### config.mk
export PLATFORM = sky130hd
export DESIGN_NAME = fetch_pc_flat
export DESIGN_NICKNAME = d
export VERILOG_FILES = /design/src/rtl/fetch_pc_if.sv /design/src/rtl/fetch_pc.sv /design/src/flat_wrapper.sv
export SDC_FILE = /design/constraint.sdc
export NUM_CORES = 1
export LEC_CHECK = 0
export CELL_PAD_IN_SITES_DETAIL_PLACEMENT = 1
export CELL_PAD_IN_SITES_GLOBAL_PLACEMENT = 2
export CORE_AREA = 2 2 117 62
export DETAILED_ROUTE_END_ITERATION = 16
export DIE_AREA = 0 0 119 64
export GPL_TIMING_DRIVEN = 0
export PLACE_DENSITY = 0.89
export SLEW_MARGIN = 30
export SYNTH_ARGS = -nofsm -noshare
export SYNTH_HDL_FRONTEND = slang
export SYNTH_SLANG_ARGS = --single-unit
### constraint.sdc
create_clock -name clk -period 2.7 [get_ports clk]
set_input_delay 0.54 -clock clk [delete_from_list [all_inputs] [get_ports clk]]
set_output_delay 0.54 -clock clk [all_outputs]
set_load 0.01 [all_outputs]
### src/rtl/fetch_pc_if.sv
// Fetch-sequencer bus: program control from the host side, ROM address/data, and status.
interface fetch_pc_if #(
    parameter int PC_W  = 12,
    parameter int CNT_W = 16
);
    logic             start;
    logic             stall;
    logic             branch_taken;
    logic [PC_W-1:0]  branch_target;
    logic [8:0]       instruction;
    logic [PC_W-1:0]  instr_ROM_ctr;
    logic             running;
    logic             done;
    logic [CNT_W-1:0] retired_cnt;

    modport master (
        output start, stall, branch_taken, branch_target, instruction,
        input  instr_ROM_ctr, running, done, retired_cnt
    );

    modport slave (
        input  start, stall, branch_taken, branch_target, instruction,
        output instr_ROM_ctr, running, done, retired_cnt
    );
endinterface

### src/rtl/fetch_pc.sv
// Program counter and fetch sequencer feeding the control decoder.
//
// state | meaning
// IDLE  | out of reset, waiting for start; PC held
// RUN   | fetching one instruction per unstalled cycle
// DONE  | halt word seen; PC parked on the halt address until next start
module fetch_pc #(
    parameter int              PC_W       = 12,
    parameter logic [PC_W-1:0] START_ADDR = '0,
    parameter logic [8:0]      HALT_INSTR = 9'h1FF,
    parameter int              CNT_W      = 16
) (
    input logic        clk,
    input logic        reset_n,
    fetch_pc_if.slave  bus
);
    typedef enum logic [1:0] {IDLE, RUN, DONE} state_t;

    localparam logic [CNT_W-1:0] CNT_MAX = '1;

    state_t           state_q, state_d;
    logic [PC_W-1:0]  pc_q, pc_d;
    logic [CNT_W-1:0] cnt_q, cnt_d;

    always_ff @(posedge clk) begin
        if (!reset_n) begin
            state_q <= IDLE;
            pc_q    <= START_ADDR;
            cnt_q   <= '0;
        end else begin
            state_q <= state_d;
            pc_q    <= pc_d;
            cnt_q   <= cnt_d;
        end
    end

    always_comb begin
        state_d = state_q;
        pc_d    = pc_q;
        cnt_d   = cnt_q;
        case (state_q)
            IDLE, DONE: begin
                if (bus.start) begin
                    state_d = RUN;
                    pc_d    = START_ADDR;
                    cnt_d   = '0;
                end
            end
            RUN: begin
                // Halt outranks a same-cycle branch so the PC parks on the halt word.
                if (!bus.stall) begin
                    if (bus.instruction == HALT_INSTR) begin
                        state_d = DONE;
                    end else begin
                        pc_d = bus.branch_taken ? bus.branch_target : pc_q + PC_W'(1);
                        if (cnt_q != CNT_MAX) begin
                            cnt_d = cnt_q + CNT_W'(1);
                        end
                    end
                end
            end
            default: state_d = IDLE;
        endcase
    end

    assign bus.instr_ROM_ctr = pc_q;
    assign bus.retired_cnt   = cnt_q;
    assign bus.running       = (state_q == RUN);
    assign bus.done          = (state_q == DONE);
endmodule

### src/flat_wrapper.sv
// flat-port wrapper written by rule: the top's interface ports become plain ports
module fetch_pc_flat 
#(
    parameter int              PC_W       = 12,
    parameter logic [PC_W-1:0] START_ADDR = '0,
    parameter logic [8:0]      HALT_INSTR = 9'h1FF,
    parameter int              CNT_W      = 16
)
  (clk, reset_n, bus_start, bus_stall, bus_branch_taken, bus_branch_target, bus_instruction, bus_instr_ROM_ctr, bus_running, bus_done, bus_retired_cnt);
  fetch_pc_if #(.PC_W(PC_W), .CNT_W(CNT_W)) bus_i ();
  input logic clk;
  input logic reset_n;
  input wire logic [$bits(bus_i.start)-1:0] bus_start;
  input wire logic [$bits(bus_i.stall)-1:0] bus_stall;
  input wire logic [$bits(bus_i.branch_taken)-1:0] bus_branch_taken;
  input wire logic [$bits(bus_i.branch_target)-1:0] bus_branch_target;
  input wire logic [$bits(bus_i.instruction)-1:0] bus_instruction;
  output wire logic [$bits(bus_i.instr_ROM_ctr)-1:0] bus_instr_ROM_ctr;
  output wire logic [$bits(bus_i.running)-1:0] bus_running;
  output wire logic [$bits(bus_i.done)-1:0] bus_done;
  output wire logic [$bits(bus_i.retired_cnt)-1:0] bus_retired_cnt;
  assign bus_i.start = bus_start;
  assign bus_i.stall = bus_stall;
  assign bus_i.branch_taken = bus_branch_taken;
  assign bus_i.branch_target = bus_branch_target;
  assign bus_i.instruction = bus_instruction;
  assign bus_instr_ROM_ctr = bus_i.instr_ROM_ctr;
  assign bus_running = bus_i.running;
  assign bus_done = bus_i.done;
  assign bus_retired_cnt = bus_i.retired_cnt;
  fetch_pc #(.PC_W(PC_W), .START_ADDR(START_ADDR), .HALT_INSTR(HALT_INSTR), .CNT_W(CNT_W)) u_core (.clk(clk), .reset_n(reset_n), .bus(bus_i));
endmodule
==> results of run 1 <==
layout make-up:
type / count / area, µm² / share of cell area, %
Buffer: 14 / 58.8 / 2.25
Tap cell: 92 / 115 / 4.41
Clock inverter: 1 / 5.00 / 0.192
Sequential cell: 30 / 601 / 23.0
Inverter: 6 / 23.8 / 0.910
Timing Repair Buffer: 54 / 541 / 20.7
Clock buffer: 7 / 143 / 5.46
Multi-Input combinational cell: 185 / 1120 / 43.1
Yosys cell counts (3+ instances only):
library cell,n
a21oi_1,13
o31ai_1,3
o21ai_1,7
clkbuf_1,9
o21ai_0,9
nor3_1,6
nand3_1,14
or3_1,6
mux2i_1,3
nor4_1,4
o211ai_1,6
o22ai_1,5
buf_2,5
inv_1,5
and2_1,4
nand2b_1,4
a21boi_1,4
nand2_1,29
nand4_1,10
or4_1,5
a22oi_1,3
dfxtp_1,30
o2bb2ai_1,4
a31oi_1,3
nor2_1,10
and3_1,3
layer usage:
metal  vias to the layer above  share of wire, %
li1                       1019                 -
met3                         9               4.3
met1                      1030                45
met4                         0               1.4
met5                         -                 0
met2                        45                49
state kept, by name, summed over array words and instances (netlist names):
name                      count
u_core.bus.retired_cnt       16
u_core.bus.instr_ROM_ctr     12
u_core.state_q                2
final timing paths:
check | end | slack (ns)
hold / removal | u_core.bus.retired_cnt[13]$_SDFFE_PN0P_ | 0.50
setup reg to reg | u_core.bus.retired_cnt[5]$_SDFFE_PN0P_ | 0.59
setup / recovery | u_core.bus.retired_cnt[9]$_SDFFE_PN0P_ | 0.19
hold reg to reg | u_core.bus.retired_cnt[13]$_SDFFE_PN0P_ | 0.50
through the flow:
step,worst slack [ns],std cells,cell area (µm²)
6_report,0.194,389,2610
5_1_grt,0.105,389,2610
4_1_cts,0.220,389,2610
3_5_place_dp,-0.0628,381,2460
3_3_place_gp,-0.0103,381,2460
2_1_floorplan,0.764,235,1810
where the power goes:
| group | internal (mW) | switching (mW) | total (mW) | leakage, nW |
|---|---|---|---|---|
| logic | 0.0772 | 0.0825 | 0.160 | 0.547 |
| registers | 0.450 | 0.00838 | 0.459 | 0.242 |
| clock network | 0.365 | 0.201 | 0.566 | 0.0739 |
logic make-up after synthesis:
family	synth area share, %
AOI/OAI and AO/OA	25.4
adders and majority gates	1.38
buffers and inverters	4.57
DFF	33.2
muxes	1.66
and+or+nand+nor	33.8
critical path: stages:
cell and delay, ns:
clkdlybuf4s50_1 0.49, or3b_1 0.37, buf_2 0.18, and2_4 0.20, a21o_4 0.21, clkbuf_1 0.27, a211oi_1 0.28, o32ai_1 0.11
==> impl_metrics.py, run 1 <==
metrics = {
    "global_routing": {
        "grt.busiest_layer": "met2",
        "gr-total-overflow": 0,
        "grtUsageMet1_pct": 20.4,
        "antenna_found_initial": 0,
        "grt_pass1_vias": 2169,
        "grt_max_degree": 11,
        "grtUsageMet3_pct": 4.11,
        "track_usage_pct": 17.9,
        "use_met2_pct": 32.6,
        "grt_pass1_wl_mm": 10.7,
    },
    "hold_path": {
        "worst_hold_startpoint": "u_core.bus.retired_cnt[13]$_SDFFE_PN0P_",
        "hold_class": "reg2reg",
        "hold_depth": 1,
    },
    "cts": {
        "htree_levels": 2,
        "cts.repair.resized": 0,
        "cts_sinks": 30,
        "postCtsSetupBuffers": 0,
        "cts_hold_buf": 0,
        "insertion_delay_ns": 0.28,
        "clk_pin_slew_ns": 0.05,
        "cts-buffers-inserted": 5,
        "root_buffer": "clkbuf_16",
        "clk_path_buf_depth": 2,
        "cts_tree": "built",
    },
    "critical_path": {
        "crit_type": "in2reg",
        "critPathLaunch": "bus_stall",
        "required_ns": 2.86,
        "reg2regPathDepth": 8,
        "r2r-start": "u_core.state_q[1]$_SDFFE_PN0P_",
        "cp.arrival_ns": 2.66,
        "crit_fanout": 10,
        "worst_setup_path_start_kind": "primary input",
        "endpoint_kind": "register",
    },
    "run": {
        "max_cap_violations": 0,
    },
    "sta": {
        "max_freq_mhz": 399,
        "rsz0062_at_grt": "false",
        "setup_viol": 0,
        "hold_ws_ns": 0.497,
        "finalClockSkew_ns": 0.00267,
        "finalSetupTns_ns": 0,
        "drv_slew": 0,
        "worst_slew_pin_slew_ns": 0.568,
        "maxSlewHeadroom_pct": 62.1,
        "hold_viol_final": 0,
        "period_share_pct": 92.8,
        "min_period_ns": 2.51,
    },
    "drt": {
        "routed_via_density": 5.41,
        "drt-initial-drc-count": 142,
        "postRouteAntennaNets": 0,
        "wire_per_inst_um": 16.6,
        "vias": 2103,
        "drt-pass1-iter-count": 4,
        "drc": 0,
        "wl_mm": 6.45,
    },
    "synthesis": {
        "yosys-top-cells-area": "dfxtp_1, nand2_1, nand3_1",
        "synthDominantCellAreaShare_pct": 33.2,
        "synth_nets": 263,
        "synth_seq_area_share_pct": 33.2,
        "synth-edff-count": 0,
        "synth_cell_types": 48,
        "yosysTopAreaCell": "dfxtp_1",
        "yosys_warnings": 0,
        "syn_area_per_cell_um2": 7.69,
        "netlist_area_um2": 1810,
        "async_flop_share_pct": 0,
        "synth-seq-cells": 30,
        "synth_top_flop_cell": "dfxtp_1",
        "netlist_instances": 235,
    },
    "final_layout": {
        "fillCellCount": 799,
        "layout_common_cells": "clkdlybuf4s50_1, dfxtp_1, nand2_1",
        "final_nets": 324,
        "utilization_pct": 39.9,
        "drive_gt1_share_pct": 6.06,
        "n_antenna_cell": 0,
        "synthToLayoutAreaGrowth_pct": 44.4,
        "final_common_cell": "clkdlybuf4s50_1",
    },
    "placed_design": {
        "io_buffer_count": 54,
        "hpwl_mm": 4.70,
        "place.gp.congestion": 0.823,
    },
    "power_and_ir_drop": {
        "irDropWorstVdd_mv": 0.203,
        "p_per_area_nw_per_um2": 454,
        "power.total_mw": 1.18,
        "leakage_nw": 0.863,
    },
    "floorplanning": {
        "fp.coreArea_um2": 6540,
        "start_util_pct": 27.6,
        "ios": 56,
        "fp-row-count": 21,
        "die_w_um": 119,
        "die_height_um": 64,
        "die_area_um2": 7620,
    },
    "status": {
        "status": "complete, no violations",
    },
}
Power figures use the tool's default switching activity.
==> run 2, diff against run 1 <==
CAP_MARGIN = 0   (was default)
==> results of run 2 <==
Same layout as run 1: the final DEF is identical, and so are final timing and power.
==> run 3, diff against run 2 <==
CORE_AREA = 2 2 105 67   (was 2 2 117 62)
CTS_BUF_LIST = sky130_fd_sc_hd__clkbuf_8   (was default)
DIE_AREA = 0 0 107 69   (was 0 0 119 64)
PLACE_DENSITY = 0.9   (was 0.89)
==> run 3 against run 2 <==
  * Sequential power barely moved
  * Fmax barely moved
  * Highest routed layer unchanged
  * Non-clock buffer count did not move
  * Critical endpoint is now u_core.bus.retired_cnt[1]$_SDFFE_PN0P_
  * Clock skew rose by 0.0056 ns
  * Via count fell by 0.38%
==> impl_metrics.py, run 3 (synthesis gave the netlist of run 1 again) <==
metrics = {
    "floorplanning": {
        "start_util_pct": 28.2,
        "ios": 56,
        "die_height_um": 69,
        "die_area_um2": 7380,
        "fp.coreArea_um2": 6420,
        "die_w_um": 107,
        "fp-row-count": 23,
    },
    "cts": {
        "htree_levels": 2,
        "clk_path_buf_depth": 2,
        "postCtsSetupBuffers": 0,
        "cts_sinks": 30,
        "root_buffer": "clkbuf_8",
        "cts-buffers-inserted": 5,
        "cts_hold_buf": 0,
        "insertion_delay_ns": 0.30,
        "cts_tree": "built",
        "clk_pin_slew_ns": 0.07,
        "cts.repair.resized": 0,
    },
    "global_routing": {
        "grt_pass1_wl_mm": 10.8,
        "grt_max_degree": 11,
        "use_met2_pct": 24.1,
        "grtUsageMet1_pct": 30.1,
        "grt_pass1_vias": 1980,
        "grt.busiest_layer": "met1",
        "gr-total-overflow": 0,
        "track_usage_pct": 18.6,
        "grtUsageMet3_pct": 3.22,
        "antenna_found_initial": 0,
    },
    "sta": {
        "hold_viol_final": 0,
        "min_period_ns": 2.50,
        "rsz0062_at_grt": "false",
        "drv_slew": 0,
        "setup_viol": 0,
        "maxSlewHeadroom_pct": 55.0,
        "max_freq_mhz": 399,
        "finalSetupTns_ns": 0,
        "hold_ws_ns": 0.499,
        "worst_slew_pin_slew_ns": 0.670,
        "finalClockSkew_ns": 0.00823,
        "period_share_pct": 92.7,
    },
    "placed_design": {
        "place_area_um2": 2460,
        "io_buffer_count": 54,
        "place.gp.congestion": 0.824,
        "hpwl_mm": 5.11,
    },
    "run": {
        "max_cap_violations": 0,
    },
    "critical_path": {
        "worst_setup_path_start_kind": "primary input",
        "crit_chain": "clkdlybuf4s50_1, nand4_1, nor3_1, a21o_4, clkbuf_1, o21ai_1, a21boi_1",
        "required_ns": 2.93,
        "crit_type": "in2reg",
        "cpPeakStageDelay_ns": 0.59,
        "crit_fanout": 10,
        "cp.arrival_ns": 2.73,
        "slowest_stage": "nor3_1",
        "endpoint_kind": "register",
    },
    "hold_path": {
        "hold_class": "reg2reg",
    },
    "final_layout": {
        "final_cell_area_um2": 2570,
        "final_common_cell": "clkdlybuf4s50_1",
        "largest_register_ffs": 16,
        "n_antenna_cell": 0,
        "synthToLayoutAreaGrowth_pct": 42.0,
        "layout_common_cells": "clkdlybuf4s50_1, dfxtp_1, nand2_1",
        "drive_gt1_share_pct": 6.40,
        "fillCellCount": 790,
        "final_nets": 324,
    },
    "power_and_ir_drop": {
        "irDropWorstVdd_mv": 0.152,
        "p_per_area_nw_per_um2": 417,
        "leakage_nw": 0.847,
    },
    "drt": {
        "drt-pass1-iter-count": 4,
        "drc": 0,
        "vias": 2095,
        "postRouteAntennaNets": 0,
        "drt-initial-drc-count": 150,
        "routed_via_density": 5.46,
        "wl_mm": 6.52,
        "wire_per_inst_um": 17.0,
    },
    "status": {
        "status": "complete, no violations",
    },
}
run 3: cell types whose count changed in the layout (fill, tap and decap cells not counted):
| cell | delta |
|---|---|
| clkbuf_8 | +7 |
| clkbuf_16 | -5 |
| clkbuf_1 | -1 |
| clkinv_2 | -1 |
run 3: through the flow:
step	power (mW)	std cells	setup WS [ns]	utilization, %
final	1.07	384	0.196	40.0
after global routing	1.11	384	0.0772	40.0
after CTS	1.08	384	0.266	40.0
after detailed placement	0.627	376	-0.0410	38.3
after global placement	0.624	376	-0.0296	38.3
after floorplan	0.546	235	0.764	-
run 3: worst max-delay path, delay by kind of cell:
family                 cells  cell delay (ns)
and+or+nand+nor            2             0.72
buffers and inverters      2             0.92
AOI/OAI and AO/OA          3             0.55
run 3: final timing paths:
path,startpoint,end,slack [ns],cells past startpoint
setup / recovery,bus_instruction[5],u_core.bus.retired_cnt[1]$_SDFFE_PN0P_,0.20,7
hold / removal,u_core.bus.instr_ROM_ctr[11]$_SDFFE_PN0P_,u_core.bus.instr_ROM_ctr[11]$_SDFFE_PN0P_,0.50,2
setup reg to reg,u_core.bus.retired_cnt[0]$_SDFFE_PN0P_,u_core.bus.retired_cnt[3]$_SDFFE_PN0P_,0.62,7
hold reg to reg,u_core.bus.instr_ROM_ctr[11]$_SDFFE_PN0P_,u_core.bus.instr_ROM_ctr[11]$_SDFFE_PN0P_,0.50,2
run 3: report_power, final:
group	switching (mW)	internal, mW	total, mW	leakage [nW]
combinational	0.0836	0.0772	0.161	0.547
clock	0.195	0.258	0.453	0.0575
sequential	0.00867	0.449	0.458	0.242
total	0.287	0.784	1.07	0.847
run 3: area by class of cell:
cell class	count	area [µm²]	share of cell area, %
multi-input combinational	185	1120	43.8
buffer	14	58.8	2.29
sequential	30	601	23.4
inverter	6	23.8	0.926
timing repair buffer	54	541	21.1
clock buffer	8	110	4.29
tap	87	109	4.24
run 3: metal layers:
layer	vias up	share of wire [%]
met4	0	1.2
li1	1016	-
met2	50	41
met3	7	6.1
met1	1022	52
met5	-	0
